[config.mk]
export PLATFORM = sky130hd
export DESIGN_NAME = aes_key_schedule_ctrl
export DESIGN_NICKNAME = d
export VERILOG_FILES = /design/src/rtl/aes_key_schedule_ctrl_pkg.sv /design/src/rtl/aes_key_sb_wait_cnt.sv /design/src/rtl/aes_key_schedule_ctrl.sv
export SDC_FILE = /design/constraint.sdc
export NUM_CORES = 1
export LEC_CHECK = 0
export ABC_AREA = 1
export BUFFER_PORTS_ARGS = -buffer_cell sky130_fd_sc_hd__clkbuf_2
export CAP_MARGIN = 40
export CORE_AREA = 2 2 49 51
export CTS_CLUSTER_DIAMETER = 50
export CTS_CLUSTER_SIZE = 10
export DETAILED_ROUTE_END_ITERATION = 7
export DIE_AREA = 0 0 51 53
export PLACE_DENSITY = 0.61
export REMOVE_ABC_BUFFERS = 1
export SLEW_MARGIN = 40
export SYNTH_ARGS = -nofsm -noshare
export SYNTH_HDL_FRONTEND = slang
export SYNTH_SLANG_ARGS = --single-unit
[constraint.sdc]
create_clock -name clk -period 1.4 [get_ports clk]
set_input_delay 0.07 -clock clk [delete_from_list [all_inputs] [get_ports clk]]
set_output_delay 0.07 -clock clk [all_outputs]
set_load 0.005 [all_outputs]
[src/rtl/aes_key_schedule_ctrl_pkg.sv]
// Shared definitions for the AES-128 key schedule sequencing controller:
// state encoding and key geometry constants.
package aes_key_schedule_ctrl_pkg;

  localparam int NUM_ROUNDS = 10;
  localparam int NUM_COLS   = 4;
  localparam int ROUND_W    = 4;
  localparam int COL_W      = $clog2(NUM_COLS);

  typedef logic [2:0] state_t;

  localparam state_t ST_IDLE    = 3'd0;
  localparam state_t ST_HOLD    = 3'd1;
  localparam state_t ST_SB_SEND = 3'd2;
  localparam state_t ST_SB_WAIT = 3'd3;
  localparam state_t ST_UPD0    = 3'd4;
  localparam state_t ST_UPD1    = 3'd5;
  localparam state_t ST_UPD2    = 3'd6;
  localparam state_t ST_UPD3    = 3'd7;

endpackage

[src/rtl/aes_key_sb_wait_cnt.sv]
// Loadable down-counter used to wait out the S-box pipeline latency.
// Saturates at zero; `zero` flags the terminal count.
module aes_key_sb_wait_cnt
  import aes_key_schedule_ctrl_pkg::*;
#(
  parameter int CNT_W = 3
) (
  input  logic             clk,
  input  logic             rst,
  input  logic             load,
  input  logic [CNT_W-1:0] load_val,
  input  logic             dec,
  output logic             zero
);

  logic [CNT_W-1:0] cnt_q;
  logic [CNT_W-1:0] cnt_d;

  always_comb begin
    cnt_d = cnt_q;
    if (load) begin
      cnt_d = load_val;
    end else if (dec && (cnt_q != '0)) begin
      cnt_d = cnt_q - CNT_W'(1);
    end
  end

  always_ff @(posedge clk) begin
    if (rst) begin
      cnt_q <= '0;
    end else begin
      cnt_q <= cnt_d;
    end
  end

  assign zero = (cnt_q == '0);

endmodule

[src/rtl/aes_key_schedule_ctrl.sv]
// Sequencing controller for the masked 32-bit AES-128 key datapath: key load,
// column rotation and round-key update. Optional `abort` input: KEYCTRL_ABORT_EN.
module aes_key_schedule_ctrl
  import aes_key_schedule_ctrl_pkg::*;
#(
  parameter int SB_LAT = 4
) (
  input  logic               clk,
  input  logic               rst,
`ifdef KEYCTRL_ABORT_EN
  input  logic               abort,
`endif
  input  logic               key_valid,
  output logic               key_ready,
  input  logic               ak_valid,
  output logic               ak_ready,
  input  logic               upd_valid,
  output logic               upd_ready,
  output logic               upd_done,
  output logic               sb_valid,
  output logic               init,
  output logic               enable,
  output logic               loop,
  output logic               add_from_sb,
  output logic               rcon_rst,
  output logic               rcon_update,
  output logic [ROUND_W-1:0] round,
  output logic [COL_W-1:0]   col,
  output logic               last_round
);

  localparam int CNT_W     = $clog2(SB_LAT + 1);
  // SB_SEND accounts for one latency cycle, SB_WAIT's exit cycle for another.
  localparam int WAIT_INIT = (SB_LAT >= 2) ? (SB_LAT - 2) : 0;

  state_t               state_q, state_d;
  logic [ROUND_W-1:0]   round_q, round_d;
  logic [COL_W-1:0]     col_q, col_d;
  logic                 done_q, done_d;
  logic                 cnt_load, cnt_dec, cnt_zero;
  logic                 key_acc, ak_acc, upd_acc;
  logic                 abort_w;

`ifdef KEYCTRL_ABORT_EN
  assign abort_w = abort;
`else
  assign abort_w = 1'b0;
`endif

  aes_key_sb_wait_cnt #(
    .CNT_W (CNT_W)
  ) u_wait_cnt (
    .clk      (clk),
    .rst      (rst),
    .load     (cnt_load),
    .load_val (CNT_W'(WAIT_INIT)),
    .dec      (cnt_dec),
    .zero     (cnt_zero)
  );

  always_ff @(posedge clk) begin
    if (rst) begin
      state_q <= ST_IDLE;
      round_q <= '0;
      col_q   <= '0;
      done_q  <= 1'b0;
    end else begin
      state_q <= state_d;
      round_q <= round_d;
      col_q   <= col_d;
      done_q  <= done_d;
    end
  end

  always_comb begin
    state_d  = state_q;
    round_d  = round_q;
    col_d    = col_q;
    done_d   = 1'b0;
    cnt_load = 1'b0;
    cnt_dec  = 1'b0;
    if (abort_w) begin
      state_d = ST_IDLE;
    end else begin
      case (state_q)
        ST_IDLE, ST_HOLD: begin
          if (key_acc) begin
            state_d = ST_HOLD;
            round_d = '0;
            col_d   = '0;
          end else if (ak_acc) begin
            col_d = col_q + COL_W'(1);
          end else if (upd_acc) begin
            state_d = ST_SB_SEND;
          end
        end
        ST_SB_SEND: begin
          cnt_load = 1'b1;
          state_d  = (SB_LAT == 1) ? ST_UPD0 : ST_SB_WAIT;
        end
        ST_SB_WAIT: begin
          if (cnt_zero) begin
            state_d = ST_UPD0;
          end else begin
            cnt_dec = 1'b1;
          end
        end
        ST_UPD0: state_d = ST_UPD1;
        ST_UPD1: state_d = ST_UPD2;
        ST_UPD2: state_d = ST_UPD3;
        ST_UPD3: begin
          state_d = ST_HOLD;
          round_d = round_q + ROUND_W'(1);
          col_d   = '0;
          done_d  = 1'b1;
        end
        default: state_d = ST_IDLE;
      endcase
    end
  end

  // Reset and abort both silence everything but the rcon reset.
  always_comb begin
    key_ready   = 1'b0;
    ak_ready    = 1'b0;
    upd_ready   = 1'b0;
    upd_done    = 1'b0;
    sb_valid    = 1'b0;
    init        = 1'b0;
    enable      = 1'b0;
    loop        = 1'b0;
    add_from_sb = 1'b0;
    rcon_rst    = 1'b0;
    rcon_update = 1'b0;
    if (rst || abort_w) begin
      rcon_rst = 1'b1;
    end else begin
      case (state_q)
        ST_IDLE: begin
          key_ready = 1'b1;
          if (key_valid) begin
            init     = 1'b1;
            enable   = 1'b1;
            rcon_rst = 1'b1;
          end
        end
        ST_HOLD: begin
          key_ready = 1'b1;
          upd_done  = done_q;
          ak_ready  = !key_valid;
          upd_ready = !key_valid && !ak_valid && (col_q == '0) &&
                      (round_q < ROUND_W'(NUM_ROUNDS));
          if (key_valid) begin
            init     = 1'b1;
            enable   = 1'b1;
            rcon_rst = 1'b1;
          end else if (ak_valid) begin
            loop   = 1'b1;
            enable = 1'b1;
          end
        end
        ST_SB_SEND: sb_valid = 1'b1;
        ST_UPD0: begin
          enable      = 1'b1;
          add_from_sb = 1'b1;
          rcon_update = 1'b1;
        end
        ST_UPD1, ST_UPD2, ST_UPD3: enable = 1'b1;
        default: ;
      endcase
    end
  end

  assign key_acc = key_ready && key_valid;
  assign ak_acc  = ak_ready && ak_valid;
  assign upd_acc = upd_ready && upd_valid;

  assign round      = rst ? '0 : round_q;
  assign col        = rst ? '0 : col_q;
  assign last_round = (round == ROUND_W'(NUM_ROUNDS));

endmodule

# Word-level counts from Yosys, hierarchy flattened
# Cells that the tools add are included.
# totals
reg_bits,13
out_inout_bits,18
elab_cells,84
# op_classes
addsub,3
order_cmp,1
eq_ne,13
n_mux,40
n_reduce_logical,21
# op_table
cell,n
2-to-1 mux 1 bit,25
one-hot mux 3 bit (7 select lines),1
== test 3 bit (second input constant),4
2-to-1 mux 3 bit,4
2-to-1 mux 2 bit,5
2-to-1 mux 4 bit,2
one-hot mux 4 bit (2 select lines),1
logical AND 1 bit,7
== test 3 x 2 -> 1 bit (second input constant),2
zero test 3 bit,2
inequality test 3 x 1 -> 1 bit (second input constant),2
adder 4 x 1 -> 4 bit (second input constant),1
== test 4 bit (second input constant),1
< comparator 4 bit (second input constant),1
one-hot mux 2 bit (2 select lines),1
AND reduction 2 bit,2
nonzero test 2 bit,2
OR reduction 2 bit,2
OR reduction 4 bit,1
== test 3 x 1 -> 1 bit (second input constant),1
inequality test 3 bit (second input constant),1
one-hot mux 1 bit (3 select lines),1
AND reduction 3 bit,1
nonzero test 3 bit,1
other kinds (6),7

# Depth between registers and ports, before layout
# logic_depth
word_depth,11
depth_mapped,9

# By module
# A second synthesis with hierarchy kept.
# hier_totals
hier_cells,148
area_unflattened_um2,915.9
# by_module_without_submodules
module,instances,cells_each,area_per_inst_um2,seq_area_each_um2
aes_key_schedule_ctrl,1,114,714.4,200.2
aes_key_sb_wait_cnt,1,34,201.4,60.1

# Worst setup path before layout
# No wires, ideal clock.
# synth_path
kind,register to register
start,register u_wait_cnt.cnt_q[0]
end,register u_wait_cnt.cnt_q[1]
setup_time_ps,129
t_arrival_ps,1081
setup_slack_ps,190
stages_incl_launch_ff,8
period_less_slack_ps,1210
cell_sequence,dfxtp_1 inv_1 ha_1 ha_1 nor2_1 nand2_2 a21oi_1 nor2_1
# synth_between
elab_chain_len,5
# synth_rtl
item,line_no,source
"start, declared",aes_key_sb_wait_cnt.sv:16,logic [CNT_W-1:0] cnt_q;
"start signal, assigned",aes_key_sb_wait_cnt.sv:32,cnt_q <= cnt_d;
branches (longest 5 deep; another with subtractor 3 x 1 -> 3 bit),-,
# Parallel ways; which one is timed is not known. The select of a mux whose other input is x is not followed.
# A chain may end at the register's enable or synchronous reset.

# Worst setup path in the final report
# layout_path
start,register state_q[1]
end,output port enable
# layout_between
elab_chain_len,4
# layout_rtl
item,line_no,source
"start, declared",aes_key_schedule_ctrl.sv:36,"state_t state_q, state_d;"
"start signal, assigned",aes_key_schedule_ctrl.sv:68,state_q <= state_d;
== test 3 bit,aes_key_schedule_ctrl.sv:138,case (state_q)
OR reduction 4 bit (no line),-,
one-hot mux 1 bit (3 select lines) *,aes_key_schedule_ctrl.sv:138,
2-to-1 mux 1 bit *,aes_key_schedule_ctrl.sv:135,if (rst || abort_w) begin
"end, declared",aes_key_schedule_ctrl.sv:22,"output logic enable,"
# Every way passes the cells marked *; elsewhere a longest branch is shown, timed or not.

==> results list <==
- Clock Sinks: 13
- The floorplan step set the die height to 53 um.
- Netlist Area Pre-Place: 828 sq um
* Final weighted congestion in routability-driven placement: 0.919
* Post-route clock period utilization: 0.945
- Pin placement for this block handled 23 I/O pins.
* Total of hold buffers inserted after clock tree synthesis: 0
- P&R area growth vs syn: 26.9%
* Final-layout fill cell count: 229
* Result of the run: finished clean
* Fin Clk Skew: 0.00202 ns
* Highest Clock Rate: 756 MHz
- Setup repair after global routing missed its margin: yes
- Global-route wire length before repair: 3090 um
- The core region is 2150 sq um.
* Share of synthesized area spent on multiplexers: 0
* Share of synthesized cell area in full adder, half adder and majority cells: 0.0604
* Root buffer cell: sky130_fd_sc_hd__clkbuf_4
* Slew at the pin closest to its max-slew limit: 0.244 ns
- The floorplan has 17 rows.
* Total routed wirelength: 1930 um
- Diodes inserted: 0
* CTS H-tree depth: 1
- Input and output buffers added on the ports amount to 22.
- The longest clock path from root to sink contains 2 buffers.
- Of the synthesized area, sequential elements account for 0.314.
* Post-synthesis compound-gate area fraction: 0.130
- Summed over all instances, the cell type with the most area after synthesis is sky130_fd_sc_hd__dfxtp_1.
- For the worst setup path, the data arrival time is 1.25 ns.
- The setup path with the least slack is of type flop to output port.
- Number of nets in the layout: 162
* Effective utilization at floorplan: 0.386
- Clk slew on worst S/H paths: 0.08 ns
- TritonCTS built the clock tree.
- Worst slew slack as a fraction of its limit: 0.837
* Ratio of routed vias to standard cells: 4.72
* Total CTS buffers: 3
- Setup violations remaining at the end of the flow were counted as 0.
- The via count of the first global-routing pass was 740.
- Across every metal layer, demand over resource in global routing totals 0.161.
- Sum of negative setup slack: 0 ns
* Number of placed cells counting well taps: 174
- Synthesis inferred 13 register bits.
* First-iteration detailed-routing DRC count: 13
- Mean instance size in the synthesized netlist: 6.68 sq um
- Of the total synthesized cell area, the portion taken by XOR and XNOR cells is 0.0106.
* Die X: 51 um
- Post-DP HPWL: 1420 um
* Clock latency at the later pin of the worst-skew pair: 0.27 ns
- In the routed design, unresolved DRC markers number 0.
- Leakage Power: 0.521 nW
- After detailed routing, the average wire length per cell comes to 10.7 um.
- Share of final-layout standard cells stronger than drive strength 1: 0.382
* Number of violations of the max-capacitance limit: 0
- In this run the remaining antenna-violating nets after routing total 0.
- Total gr overflow: 0
* Count of distinct cell types in the synthesized netlist: 24
- Final Max Slew Viols: 0
- The clock period could shrink to 1.32 ns.
- Critical path data required time: 1.33 ns
- Synthesis Warnings: 0
- Via count: 849
- Pwr/cell area: 853 nW/um^2
- The share of synthesized area in the top cell type comes to 0.314.
* Final instance count without filler cells: 180
* VDD IR max: 482 uV
* Maximum number of pins on one net before global-route repair: 15
* Worst min-delay path class: primary input to flop
- The worst setup path is launched from a flop.
- First-pass iteration count of the detailed router: 4
- The floorplan step defined a die boundary enclosing 2700 sq um.
- Maximum net fanout on the critical path: 6
- The number of hold violations in the final report was 0.
* Worst setup EP type: output port
- Synthesis handed over a netlist of 124 instances.
- Of the total synthesized cell area, the portion taken by AND, OR, NAND and NOR gates is 0.358.
- The number of antenna violations at the first check in global routing was 0.
- Main combinational cell family by area after synthesis: simple AND/OR/NAND/NOR gates
* Cell types occupying the most area after synthesis: sky130_fd_sc_hd__dfxtp_1 (31%), sky130_fd_sc_hd__nor2_1 (9.5%), sky130_fd_sc_hd__inv_1 (8.2%)
[sequential cells by signal (all words and copies together), names as in the netlist]
register	flops
done_q	1
col_q	2
u_wait_cnt.cnt_q	3
round_q	4
state_q	3
[worst max-delay path, cell delays in order, from the launching register on]
cell and delay (ns):
sky130_fd_sc_hd__dfxtp_2 0.38, sky130_fd_sc_hd__inv_4 0.09, sky130_fd_sc_hd__nand3_4 0.09, sky130_fd_sc_hd__o21ai_1 0.13
sky130_fd_sc_hd__nand2_1 0.06, sky130_fd_sc_hd__a21oi_1 0.12, sky130_fd_sc_hd__clkbuf_2 0.12
[layout by cell type (no fill, tap or decap)]
cell                       count
sky130_fd_sc_hd__nor4_2        1
sky130_fd_sc_hd__nor4_1        1
sky130_fd_sc_hd__o32ai_1       1
sky130_fd_sc_hd__nor2_1       20
sky130_fd_sc_hd__o21ai_1       7
sky130_fd_sc_hd__clkbuf_1      1
sky130_fd_sc_hd__clkbuf_2     22
sky130_fd_sc_hd__nand3_4       2
sky130_fd_sc_hd__nor2_2        2
sky130_fd_sc_hd__ha_2          1
sky130_fd_sc_hd__nor3b_1       1
sky130_fd_sc_hd__inv_4         2
sky130_fd_sc_hd__o21ai_2       1
sky130_fd_sc_hd__buf_4         4
sky130_fd_sc_hd__inv_2         6
sky130_fd_sc_hd__xor2_1        1
sky130_fd_sc_hd__dfxtp_2       5
sky130_fd_sc_hd__a21oi_1       9
sky130_fd_sc_hd__nand2_1      18
sky130_fd_sc_hd__nand2_2       5
sky130_fd_sc_hd__nor2_4        2
sky130_fd_sc_hd__clkbuf_4      3
sky130_fd_sc_hd__dfxtp_1       8
sky130_fd_sc_hd__nor3_2        2
sky130_fd_sc_hd__ha_1          3
sky130_fd_sc_hd__nand3_1       5
sky130_fd_sc_hd__o21ai_0       2
sky130_fd_sc_hd__inv_1        17
[kinds of logic after synthesis]
family	Yosys count
adder cells (fa/ha/maj)	4
flip-flops	13
AO/OA/AOI/OAI	20
XOR/XNOR	1
buffers and inverters	27
AND/OR/NAND/NOR	59
[what timing repair did]
action	in CTS	in global routing
setup endpoints to repair	6	14
endpoints found under the hold margin	0	0
buffers inserted	2	0
pin swaps	0	2
resized for setup	2	13
[area by class of cell]
cell class / count / area, sq um / share of cell area
Clock buffer: 4 / 26.3 / 0.0250
Inverter: 25 / 98.8 / 0.0940
Multi-Input combinational cell: 84 / 484 / 0.461
Sequential cell: 13 / 267 / 0.254
Tap cell: 28 / 35.0 / 0.0333
Timing Repair Buffer: 26 / 140 / 0.133
[routing by layer]
| metal | up-vias | track usage | wire length (um) |
|---|---|---|---|
| met5 | - | 0 | 0 |
| met4 | 0 | 0.0811 | 36 |
| met3 | 5 | 0.0339 | 106 |
| met2 | 27 | 0.271 | 881 |
| met1 | 374 | 0.194 | 901 |
| li1 | 443 | - | - |
[stage by stage]
stage	total power [mW]	utilization	setup WS, ns	cell area (sq um)	hold WS, ns
2_1_floorplan	0.586	-	0.194	817	0.139
3_3_place_gp	0.654	0.455	0.120	977	0.420
3_5_place_dp	0.656	0.455	0.0995	977	0.424
4_1_cts	0.897	0.475	0.00260	1020	0.122
5_1_grt	0.971	0.489	-0.0281	1050	0.124
6_report	0.896	0.489	0.0776	1050	0.122
[report_power, final]
| part | switching [mW] | internal (mW) |
|---|---|---|
| clock | 0.125 | 0.110 |
| sequential | 0.0219 | 0.397 |
| combinational | 0.145 | 0.0983 |
[cells in the mapped netlist]
cell type and n:
sky130_fd_sc_hd__o21ai_0 3, sky130_fd_sc_hd__nand3_4 2, sky130_fd_sc_hd__o21ai_2 1, sky130_fd_sc_hd__nand3_1 5, sky130_fd_sc_hd__nor3_2 1, sky130_fd_sc_hd__buf_4 1, sky130_fd_sc_hd__a21oi_1 9, sky130_fd_sc_hd__o21ai_1 6
sky130_fd_sc_hd__nand2_1 18, sky130_fd_sc_hd__clkinv_1 1, sky130_fd_sc_hd__ha_1 4, sky130_fd_sc_hd__inv_2 6, sky130_fd_sc_hd__nor3_1 1, sky130_fd_sc_hd__clkbuf_1 1, sky130_fd_sc_hd__nor2_1 21, sky130_fd_sc_hd__xor2_1 1
sky130_fd_sc_hd__nor3b_1 1, sky130_fd_sc_hd__nor2_4 1, sky130_fd_sc_hd__inv_1 18, sky130_fd_sc_hd__o32ai_1 1, sky130_fd_sc_hd__dfxtp_1 13, sky130_fd_sc_hd__nor2_2 2, sky130_fd_sc_hd__nor4_1 2, sky130_fd_sc_hd__nand2_2 5
[path summary, 6_finish.rpt]
check / start / endpoint / slack [ns] / cells after the start
setup reg to reg: u_wait_cnt.cnt_q[0] / u_wait_cnt.cnt_q[0] / 0.11 / 7
hold / removal: rst / state_q[0] / 0.12 / 4
hold reg to reg: u_wait_cnt.cnt_q[0] / u_wait_cnt.cnt_q[0] / 0.47 / 2
setup / recovery: state_q[1] / enable / 0.08 / 6
Note: power is estimated with default switching activity, not from simulation.
